## src/rtl/sram_frame_reader_pkg.sv

```systemverilog
// sram_frame_reader_pkg: shared widths and FSM encoding for the SRAM frame reader
//   PIX_W / WORD_W / SRAM_ADDR_W / PIX_PER_WORD: pixel, SRAM word and address geometry
//   state_t: reader FSM states
package sram_frame_reader_pkg;
    localparam int PIX_W        = 8;
    localparam int WORD_W       = 32;
    localparam int SRAM_ADDR_W  = 18;
    localparam int PIX_PER_WORD = 4;
    typedef enum logic [1:0] {IDLE, RUN, DRAIN, DONE} state_t;
endpackage

```

## src/rtl/sram_frame_reader_if.sv

```systemverilog
// sram_frame_reader_if: frame control, SRAM R1 port and pixel stream bundle
//   start/start_ack, done/done_ack : frame-level handshake
//   addr/addr_valid/addr_ready     : word address request to arbiter R1
//   data/data_valid/data_ready     : word response from arbiter R1
//   pixel/pixel_valid/pixel_ready  : 8-bit pixel output stream
//   master = reader side, slave = environment side
interface sram_frame_reader_if;
    import sram_frame_reader_pkg::*;
    logic                   start, start_ack, done, done_ack;
    logic [SRAM_ADDR_W-1:0] addr;
    logic                   addr_valid, addr_ready;
    logic [WORD_W-1:0]      data;
    logic                   data_valid, data_ready;
    logic [PIX_W-1:0]       pixel;
    logic                   pixel_valid, pixel_ready;
    modport master (
        input  start, done_ack, addr_ready, data, data_valid, pixel_ready,
        output start_ack, done, addr, addr_valid, data_ready, pixel, pixel_valid
    );
    modport slave (
        output start, done_ack, addr_ready, data, data_valid, pixel_ready,
        input  start_ack, done, addr, addr_valid, data_ready, pixel, pixel_valid
    );
endinterface

```

## src/rtl/sram_frame_reader_fifo.sv

```systemverilog
// frame_reader_fifo: synchronous response FIFO, W x DEPTH (DEPTH power of 2)
//   clock, reset      : clock, asynchronous active-high reset
//   push/wr_data      : write request and word
//   pop/rd_data       : read request and head word (first-word fall-through)
//   count/full/empty  : occupancy status
module frame_reader_fifo #(
    parameter int W     = 32,
    parameter int DEPTH = 8
) (
    input  logic                       clock,
    input  logic                       reset,
    input  logic                       push,
    input  logic                       pop,
    input  logic [W-1:0]               wr_data,
    output logic [W-1:0]               rd_data,
    output logic [$clog2(DEPTH+1)-1:0] count,
    output logic                       full,
    output logic                       empty
);
    localparam int AW = $clog2(DEPTH);
    localparam int CW = $clog2(DEPTH + 1);

    logic [W-1:0]  mem [DEPTH];
    logic [AW-1:0] wr_ptr, rd_ptr;
    logic          wr_en, rd_en;

    assign full    = count == CW'(DEPTH);
    assign empty   = count == '0;
    assign rd_en   = pop && !empty;
    // a pop in the same cycle frees the slot, so a full FIFO still takes the push
    assign wr_en   = push && (!full || rd_en);
    assign rd_data = mem[rd_ptr];

    always_ff @(posedge clock)
        if (wr_en) mem[wr_ptr] <= wr_data;

    always_ff @(posedge clock or posedge reset) begin
        if (reset) begin
            wr_ptr <= '0;
            rd_ptr <= '0;
            count  <= '0;
        end else begin
            wr_ptr <= wr_ptr + AW'(wr_en);
            rd_ptr <= rd_ptr + AW'(rd_en);
            count  <= count + CW'(wr_en) - CW'(rd_en);
        end
    end
endmodule

```

## src/rtl/sram_frame_reader.sv

```systemverilog
// sram_frame_reader: reads one packed grayscale frame from SRAM R1 and emits it as a pixel stream
//   clock, reset : single clock, asynchronous active-high reset
//   bus          : sram_frame_reader_if master (frame handshake, R1 request/response, pixel stream)
module sram_frame_reader
    import sram_frame_reader_pkg::*;
#(
    parameter int                     N_PIXEL    = 480000,
    parameter logic [SRAM_ADDR_W-1:0] BASE_ADDR  = '0,
    parameter int                     FIFO_DEPTH = 8
) (
    input logic                 clock,
    input logic                 reset,
    sram_frame_reader_if.master bus
);
    localparam int N_WORD = N_PIXEL / PIX_PER_WORD;
    localparam int RW     = $clog2(N_WORD + 1);
    localparam int PW     = $clog2(N_PIXEL);
    localparam int CW     = $clog2(FIFO_DEPTH + 1);

    state_t            state, next_state;
    logic [RW-1:0]     req_cnt;
    logic [PW-1:0]     pix_cnt;
    logic [CW-1:0]     in_flight, fifo_count;
    logic [1:0]        byte_sel;
    logic [WORD_W-1:0] head;
    logic              fifo_full, fifo_empty;
    logic              credit_ok, addr_hs, push, load, pop, pix_hs;

    // words in flight plus words buffered never exceed FIFO capacity
    assign credit_ok = !fifo_full && (fifo_count + in_flight) < CW'(FIFO_DEPTH);
    assign addr_hs   = bus.addr_valid && bus.addr_ready;
    // responses nobody asked for are dropped without touching any counter
    assign push      = bus.data_valid && state != IDLE && in_flight != '0;
    assign load      = !fifo_empty && (!bus.pixel_valid || bus.pixel_ready);
    assign pop       = load && byte_sel == 2'(PIX_PER_WORD - 1);
    assign pix_hs    = bus.pixel_valid && bus.pixel_ready;

    assign bus.addr       = BASE_ADDR + SRAM_ADDR_W'(req_cnt);
    assign bus.data_ready = 1'b1;

    frame_reader_fifo #(.W(WORD_W), .DEPTH(FIFO_DEPTH)) u_fifo (
        .clock   (clock),
        .reset   (reset),
        .push    (push),
        .pop     (pop),
        .wr_data (bus.data),
        .rd_data (head),
        .count   (fifo_count),
        .full    (fifo_full),
        .empty   (fifo_empty)
    );

    always_ff @(posedge clock or posedge reset)
        if (reset) state <= IDLE;
        else       state <= next_state;

    always_comb begin
        next_state = state;
        unique case (state)
            IDLE:    next_state = bus.start ? RUN : IDLE;
            RUN:     next_state = (addr_hs && req_cnt == RW'(N_WORD - 1)) ? DRAIN : RUN;
            DRAIN:   next_state = (pix_hs && pix_cnt == PW'(N_PIXEL - 1)) ? DONE : DRAIN;
            DONE:    next_state = bus.done_ack ? IDLE : DONE;
            default: next_state = IDLE;
        endcase
    end

    always_comb begin
        bus.start_ack  = state == IDLE && bus.start;
        bus.done       = state == DONE;
        bus.addr_valid = state == RUN && credit_ok;
    end

    always_ff @(posedge clock or posedge reset) begin
        if (reset) begin
            req_cnt         <= '0;
            pix_cnt         <= '0;
            in_flight       <= '0;
            byte_sel        <= '0;
            bus.pixel       <= '0;
            bus.pixel_valid <= 1'b0;
        end else begin
            req_cnt   <= bus.start_ack ? '0 : req_cnt + RW'(addr_hs);
            pix_cnt   <= bus.start_ack ? '0 : pix_cnt + PW'(pix_hs);
            in_flight <= in_flight + CW'(addr_hs) - CW'(push);
            // output register refills from the FIFO head every accepted cycle, LSB byte first
            if (load) begin
                bus.pixel       <= PIX_W'(head >> {byte_sel, 3'b000});
                bus.pixel_valid <= 1'b1;
                byte_sel        <= byte_sel + 2'd1;
            end else if (bus.pixel_ready) begin
                bus.pixel_valid <= 1'b0;
            end
        end
    end
endmodule

```

## src/flat_wrapper.sv

```systemverilog
// flat-port wrapper written by rule: the top's interface ports become plain ports
module sram_frame_reader_flat import sram_frame_reader_pkg::*;
#(
    parameter int                     N_PIXEL    = 480000,
    parameter logic [SRAM_ADDR_W-1:0] BASE_ADDR  = '0,
    parameter int                     FIFO_DEPTH = 8
)
  (clock, reset, bus_start, bus_done_ack, bus_addr_ready, bus_data, bus_data_valid, bus_pixel_ready, bus_start_ack, bus_done, bus_addr, bus_addr_valid, bus_data_ready, bus_pixel, bus_pixel_valid);
  sram_frame_reader_if bus_i ();
  input logic clock;
  input logic reset;
  input wire logic [$bits(bus_i.start)-1:0] bus_start;
  input wire logic [$bits(bus_i.done_ack)-1:0] bus_done_ack;
  input wire logic [$bits(bus_i.addr_ready)-1:0] bus_addr_ready;
  input wire logic [$bits(bus_i.data)-1:0] bus_data;
  input wire logic [$bits(bus_i.data_valid)-1:0] bus_data_valid;
  input wire logic [$bits(bus_i.pixel_ready)-1:0] bus_pixel_ready;
  output wire logic [$bits(bus_i.start_ack)-1:0] bus_start_ack;
  output wire logic [$bits(bus_i.done)-1:0] bus_done;
  output wire logic [$bits(bus_i.addr)-1:0] bus_addr;
  output wire logic [$bits(bus_i.addr_valid)-1:0] bus_addr_valid;
  output wire logic [$bits(bus_i.data_ready)-1:0] bus_data_ready;
  output wire logic [$bits(bus_i.pixel)-1:0] bus_pixel;
  output wire logic [$bits(bus_i.pixel_valid)-1:0] bus_pixel_valid;
  assign bus_i.start = bus_start;
  assign bus_i.done_ack = bus_done_ack;
  assign bus_i.addr_ready = bus_addr_ready;
  assign bus_i.data = bus_data;
  assign bus_i.data_valid = bus_data_valid;
  assign bus_i.pixel_ready = bus_pixel_ready;
  assign bus_start_ack = bus_i.start_ack;
  assign bus_done = bus_i.done;
  assign bus_addr = bus_i.addr;
  assign bus_addr_valid = bus_i.addr_valid;
  assign bus_data_ready = bus_i.data_ready;
  assign bus_pixel = bus_i.pixel;
  assign bus_pixel_valid = bus_i.pixel_valid;
  sram_frame_reader #(.N_PIXEL(N_PIXEL), .BASE_ADDR(BASE_ADDR), .FIFO_DEPTH(FIFO_DEPTH)) u_core (.clock(clock), .reset(reset), .bus(bus_i));
endmodule
```

## config.mk

```make
export PLATFORM = sky130hd
export DESIGN_NAME = sram_frame_reader_flat
export DESIGN_NICKNAME = d
export VERILOG_FILES = /design/src/rtl/sram_frame_reader_pkg.sv /design/src/rtl/sram_frame_reader_if.sv /design/src/rtl/sram_frame_reader_fifo.sv /design/src/rtl/sram_frame_reader.sv /design/src/flat_wrapper.sv
export SDC_FILE = /design/constraint.sdc
export NUM_CORES = 1
export LEC_CHECK = 0
export ABC_AREA = 0
export BUFFER_PORTS_ARGS = -buffer_cell sky130_fd_sc_hd__buf_2
export CORE_MARGIN = 3
export CORE_UTILIZATION = 60
export DETAILED_ROUTE_END_ITERATION = 7
export GPL_ROUTABILITY_DRIVEN = 1
export PLACE_DENSITY = 0.86
export SLEW_MARGIN = 25
export SYNTH_ARGS = -nofsm -noshare
export SYNTH_HDL_FRONTEND = slang
export SYNTH_HIERARCHICAL = 1
export SYNTH_SLANG_ARGS = --single-unit
```

## constraint.sdc

```tcl
create_clock -name clock -period 7.9 [get_ports clock]
set_input_delay 1.58 -clock clock [delete_from_list [all_inputs] [get_ports clock]]
set_output_delay 1.58 -clock clock [all_outputs]
set_load 0.05 [all_outputs]
```

==> results.txt <==
----------------------------------------------------
[Layout]
  Finished Layout Cells ... 1088
  Layout Utilization ... 0.698
  Fill count ... 1257
  Final Net Count ... 849
  Design area ... 14900 µm²
  Layout overhead on the synthesized area ... 12.3%
  Share of layout cells above drive strength 1 ... 0.267

[Job]
  Max-capacitance violation count ... 0

[Outcome]
  Run status ... finished clean

[Clocking]
  Post-CTS resize count ... 0
  CTS tree ... built
  Post-CTS Repair Setup Buffers ... 0
  Worst-path clk slew ... 60 ps
  Clock latency of the later-clocked register in the worst-skew pair ... 560 ps
  CTS H-tree lvls ... 1
  Root buffer cell ... sky130_fd_sc_hd__clkbuf_16
  Clk sink count ... 319
  Number of buffers added to fix hold violations after cts ... 0
  CTS Buf Count ... 31
  Buffers from clock root to sink, at most ... 3

[Yosys]
  FFs w/ async S/R, synth ... 0.197
  Combinational family with the most area after synthesis ... multiplexers
  Leading post-synthesis cells by cell area ... sky130_fd_sc_hd__edfxtp_1 (58%), sky130_fd_sc_hd__dfrtp_1 (12%), sky130_fd_sc_hd__mux4_1 (7.9%), sky130_fd_sc_hd__mux4_2 (5.4%), sky130_fd_sc_hd__mux2_2 (3.5%)
  Part of the Yosys area used for sequential elements ... 0.698
  Mean instance size in the synthesized netlist ... 18.9 µm²
  Prevailing post-synth register cell ... sky130_fd_sc_hd__edfxtp_1
  Adder-cell area share of the yosys netlist ... 0.0228
  Post-Syn Instances ... 701
  Most instantiated library cell after synthesis ... sky130_fd_sc_hd__edfxtp_1
  Post-synthesis share of cell area spent on xor and xnor gates ... 0.0198
  Total number of yosys warnings ... 6
  Synth Cell Area ... 13300 µm²
  Post-Syn Nets ... 763
  Leading area contributor after synthesis ... sky130_fd_sc_hd__edfxtp_1
  Area fraction in compound gates after synthesis ... 0.0163
  Portion of netlist area occupied by mux cells ... 0.170
  Number of synthesized register bits ... 319
  Area share of the leading cell type in the synthesized netlist ... 0.579
  Post-synth top cells ... sky130_fd_sc_hd__edfxtp_1 (256), sky130_fd_sc_hd__dfrtp_1 (63), sky130_fd_sc_hd__mux2_2 (41)
  Fraction of the mapped netlist area in simple logic gates ... 0.0532
  Post-synth EDFFs ... 256
  Count of different cell masters after synthesis ... 51

[Pwr]
  Power after layout ... 5.42 mW
  Worst IR drop on VDD ... 0.242 mV
  Total power divided by cell area ... 364 nW/µm²
  Leak pwr ... 5.41 nW

[GRT]
  Gr usage total ... 0.230
  Total congestion overflow ... 0
  Maximum number of pins on one net before global-route repair ... 66
  Via count of the first global-routing pass ... 7371
  Number of antenna violations at the first check in global routing ... 1
  Global-route wire length before repair ... 42.4 mm

[Critical path]
  Buffers & Inverters on Critical Path ... 3
  Nature of the critical path startpoint ... input port
  CP delay by family, top ... buffers and inverters
  Slowest cell delay on critical path ... 750 ps
  Cells along the critical path ... buf_2 > nand2_1 > clkinv_1 > buf_2
  Critical setup path kind ... in -> out
  Data required time at the worst endpoint ... 6320 ps
  Endpoint type of the worst setup path ... output pin
  Cell with the most instances on the worst path ... sky130_fd_sc_hd__buf_2
  Slowest CP cell ... sky130_fd_sc_hd__clkinv_1
  Max Fanout on Critical Path ... 37
  Data arrival time of the critical path ... 3050 ps

[Placement]
  Total placed cells including tap cells ... 1029
  Post-detailed-placement half-perimeter wirelength ... 16.3 mm
  Final weighted congestion of routability-driven global placement ... 0.805
  Buffers added on ports ... 67
  Placed cell area ... 14000 µm²
  Setup Slack @ Placement ... 3260 ps

[Timing]
  Share of the cycle needed by the critical path after routing ... 0.586
  RSZ-0062 raised after global routing ... false
  Final-report hold violation count ... 0
  Max Clk Rate ... 0.216 GHz
  Count of pins over their slew limit ... 0
  Worst max-slew margin expressed relative to the limit ... 0.347
  Final critical path time including I/O delays and setup ... 4630 ps
  Setup TNS ... 0 ps
  Clock skew after layout ... 9.65 ps
  Worst-case setup margin in the final layout ... 3270 ps
  Transition at the pin with the smallest max-transition slack ... 980 ps
  Worst Hold Slack ... 557 ps
  Final-report setup violation count ... 0

[Drt]
  Post-detailed-route count of antenna-violating nets ... 0
  Number of optimization iterations in the first detailed-route pass ... 5
  Vias ... 6972
  Routed vias/inst ... 6.41
  Wire length on met2 ... 14.1 mm
  Highest Signal Layer ... met5
  Detailed route wirelength on metal3 ... 1.63 mm
  WL/cell ... 25.0 µm
  Overall routed net length ... 27.2 mm
  Initial DRC Count ... 608
  DRC violation count after routing ... 0
  Sum of routed wire segments on met1 ... 10.4 mm

[Die]
  Die X ... 155 µm
  Core Rows ... 53
  Die ar. ... 23900 µm²
  Core area ... 21400 µm²
  Top-Level Pins ... 70
  Initial core utilization ... 0.622
  Die height ... 155 µm

[Hold path]
  Path type of the worst min-delay path ... reg -> reg

----------------------------------------------------
-- flip-flops by register name (all words and copies together) (netlist names) --
| signal | cells |
|---|---|
| u_core/u_fifo/wr_ptr | 3 |
| u_core/bus.pixel | 8 |
| u_core/u_fifo/count | 4 |
| u_core/u_fifo/mem | 256 |
| u_core/state | 2 |
| u_core/byte_sel | 2 |
| u_core/bus.pixel_valid | 1 |
| u_core/in_flight | 4 |
| u_core/req_cnt | 17 |
| u_core/u_fifo/rd_ptr | 3 |
| u_core/pix_cnt | 19 |
-- power breakdown --
group / internal, mW / leakage [nW] / total [mW] / switching (mW)
Combinational: 0.796 / 1.84 / 1.70 / 0.901
Sequential: 2.14 / 3.11 / 2.37 / 0.238
Clock: 0.753 / 0.455 / 1.35 / 0.600
Total: 3.68 / 5.41 / 5.42 / 1.74
-- cell usage in the layout, fill, tap and decap left out, types with 4 or more instances in the layout --
master                      synthesis  layout
sky130_fd_sc_hd__nor4_1             8       7
sky130_fd_sc_hd__nor2_1            29      28
sky130_fd_sc_hd__nor3_1             5       4
sky130_fd_sc_hd__xor2_1            16      16
sky130_fd_sc_hd__clkbuf_1           8       8
sky130_fd_sc_hd__or3_1              5       5
sky130_fd_sc_hd__mux4_1            40      40
sky130_fd_sc_hd__dfrtp_1           63      61
sky130_fd_sc_hd__edfxtp_1         256     256
sky130_fd_sc_hd__a21oi_1           15      15
sky130_fd_sc_hd__o21ai_0            7       7
sky130_fd_sc_hd__nand2_1           14      14
sky130_fd_sc_hd__clkbuf_16          0      31
sky130_fd_sc_hd__nor2b_1            5       5
sky130_fd_sc_hd__nand4_1           12      12
sky130_fd_sc_hd__ha_1              21      21
sky130_fd_sc_hd__or4_1              6       6
sky130_fd_sc_hd__mux4_2            32      32
sky130_fd_sc_hd__buf_4              2      13
sky130_fd_sc_hd__clkinv_1           1       9
sky130_fd_sc_hd__inv_1             23      22
sky130_fd_sc_hd__buf_2              3      67
sky130_fd_sc_hd__clkinv_2           0       7
sky130_fd_sc_hd__o31ai_1            4       4
sky130_fd_sc_hd__mux2_2            41      41
sky130_fd_sc_hd__xnor2_1           14      14
sky130_fd_sc_hd__nand3_1           13      13
-- per-layer routing --
| metal | track usage | up-vias |
|---|---|---|
| met5 | 0 | - |
| met4 | 0.0862 | 2 |
| met3 | 0.0392 | 75 |
| met2 | 0.396 | 269 |
| met1 | 0.299 | 3625 |
| li1 | - | 3001 |
-- cell type report --
cell class,count,area (µm²),area share
inverters,24,90.1,0.00604
clock inverters,19,120,0.00806
multi-input cells,329,3790,0.254
diodes,1,2.50,0.000168
repair buffers,82,488,0.0327
well taps,275,344,0.0231
flip-flops and latches,319,9270,0.622
clock buffers,39,806,0.0540
-- logic make-up (layout without fill, tap and decap cells) --
group,Yosys count,in the layout
adders and majority gates,23,23
buffers and inverters,53,164
other,2,3
and+or+nand+nor,124,124
AOI/OAI and AO/OA,35,35
DFF,319,319
xor gates and xnor gates,30,30
muxes,115,115
-- worst reg2reg max path: cells and delay by family (launching register included) --
kind,cells,cell delay (ps)
AND/OR/NAND/NOR,4,1290
adder cells (fa/ha/maj),1,220
AO/OA/AOI/OAI,2,300
flip-flops,1,350
buffers and inverters,4,1000
-- final timing paths --
kind | from | to | slack, ps | depth (start not counted)
setup / recovery | bus_start | bus_start_ack | 3270 | 4
hold / removal | u_core/bus.pixel[4] | u_core/bus.pixel[4] | 560 | 1
setup reg to reg | u_core/u_fifo/count[2] | u_core/u_fifo/mem[5][31] | 4390 | 11
hold reg to reg | u_core/bus.pixel[4] | u_core/bus.pixel[4] | 560 | 1
max in group asynchronous | reset | u_core/req_cnt[5] | 6040 | 3
min in group asynchronous | reset | u_core/u_fifo/wr_ptr[0] | 1030 | 2
Power figures use the tool's default switching activity.
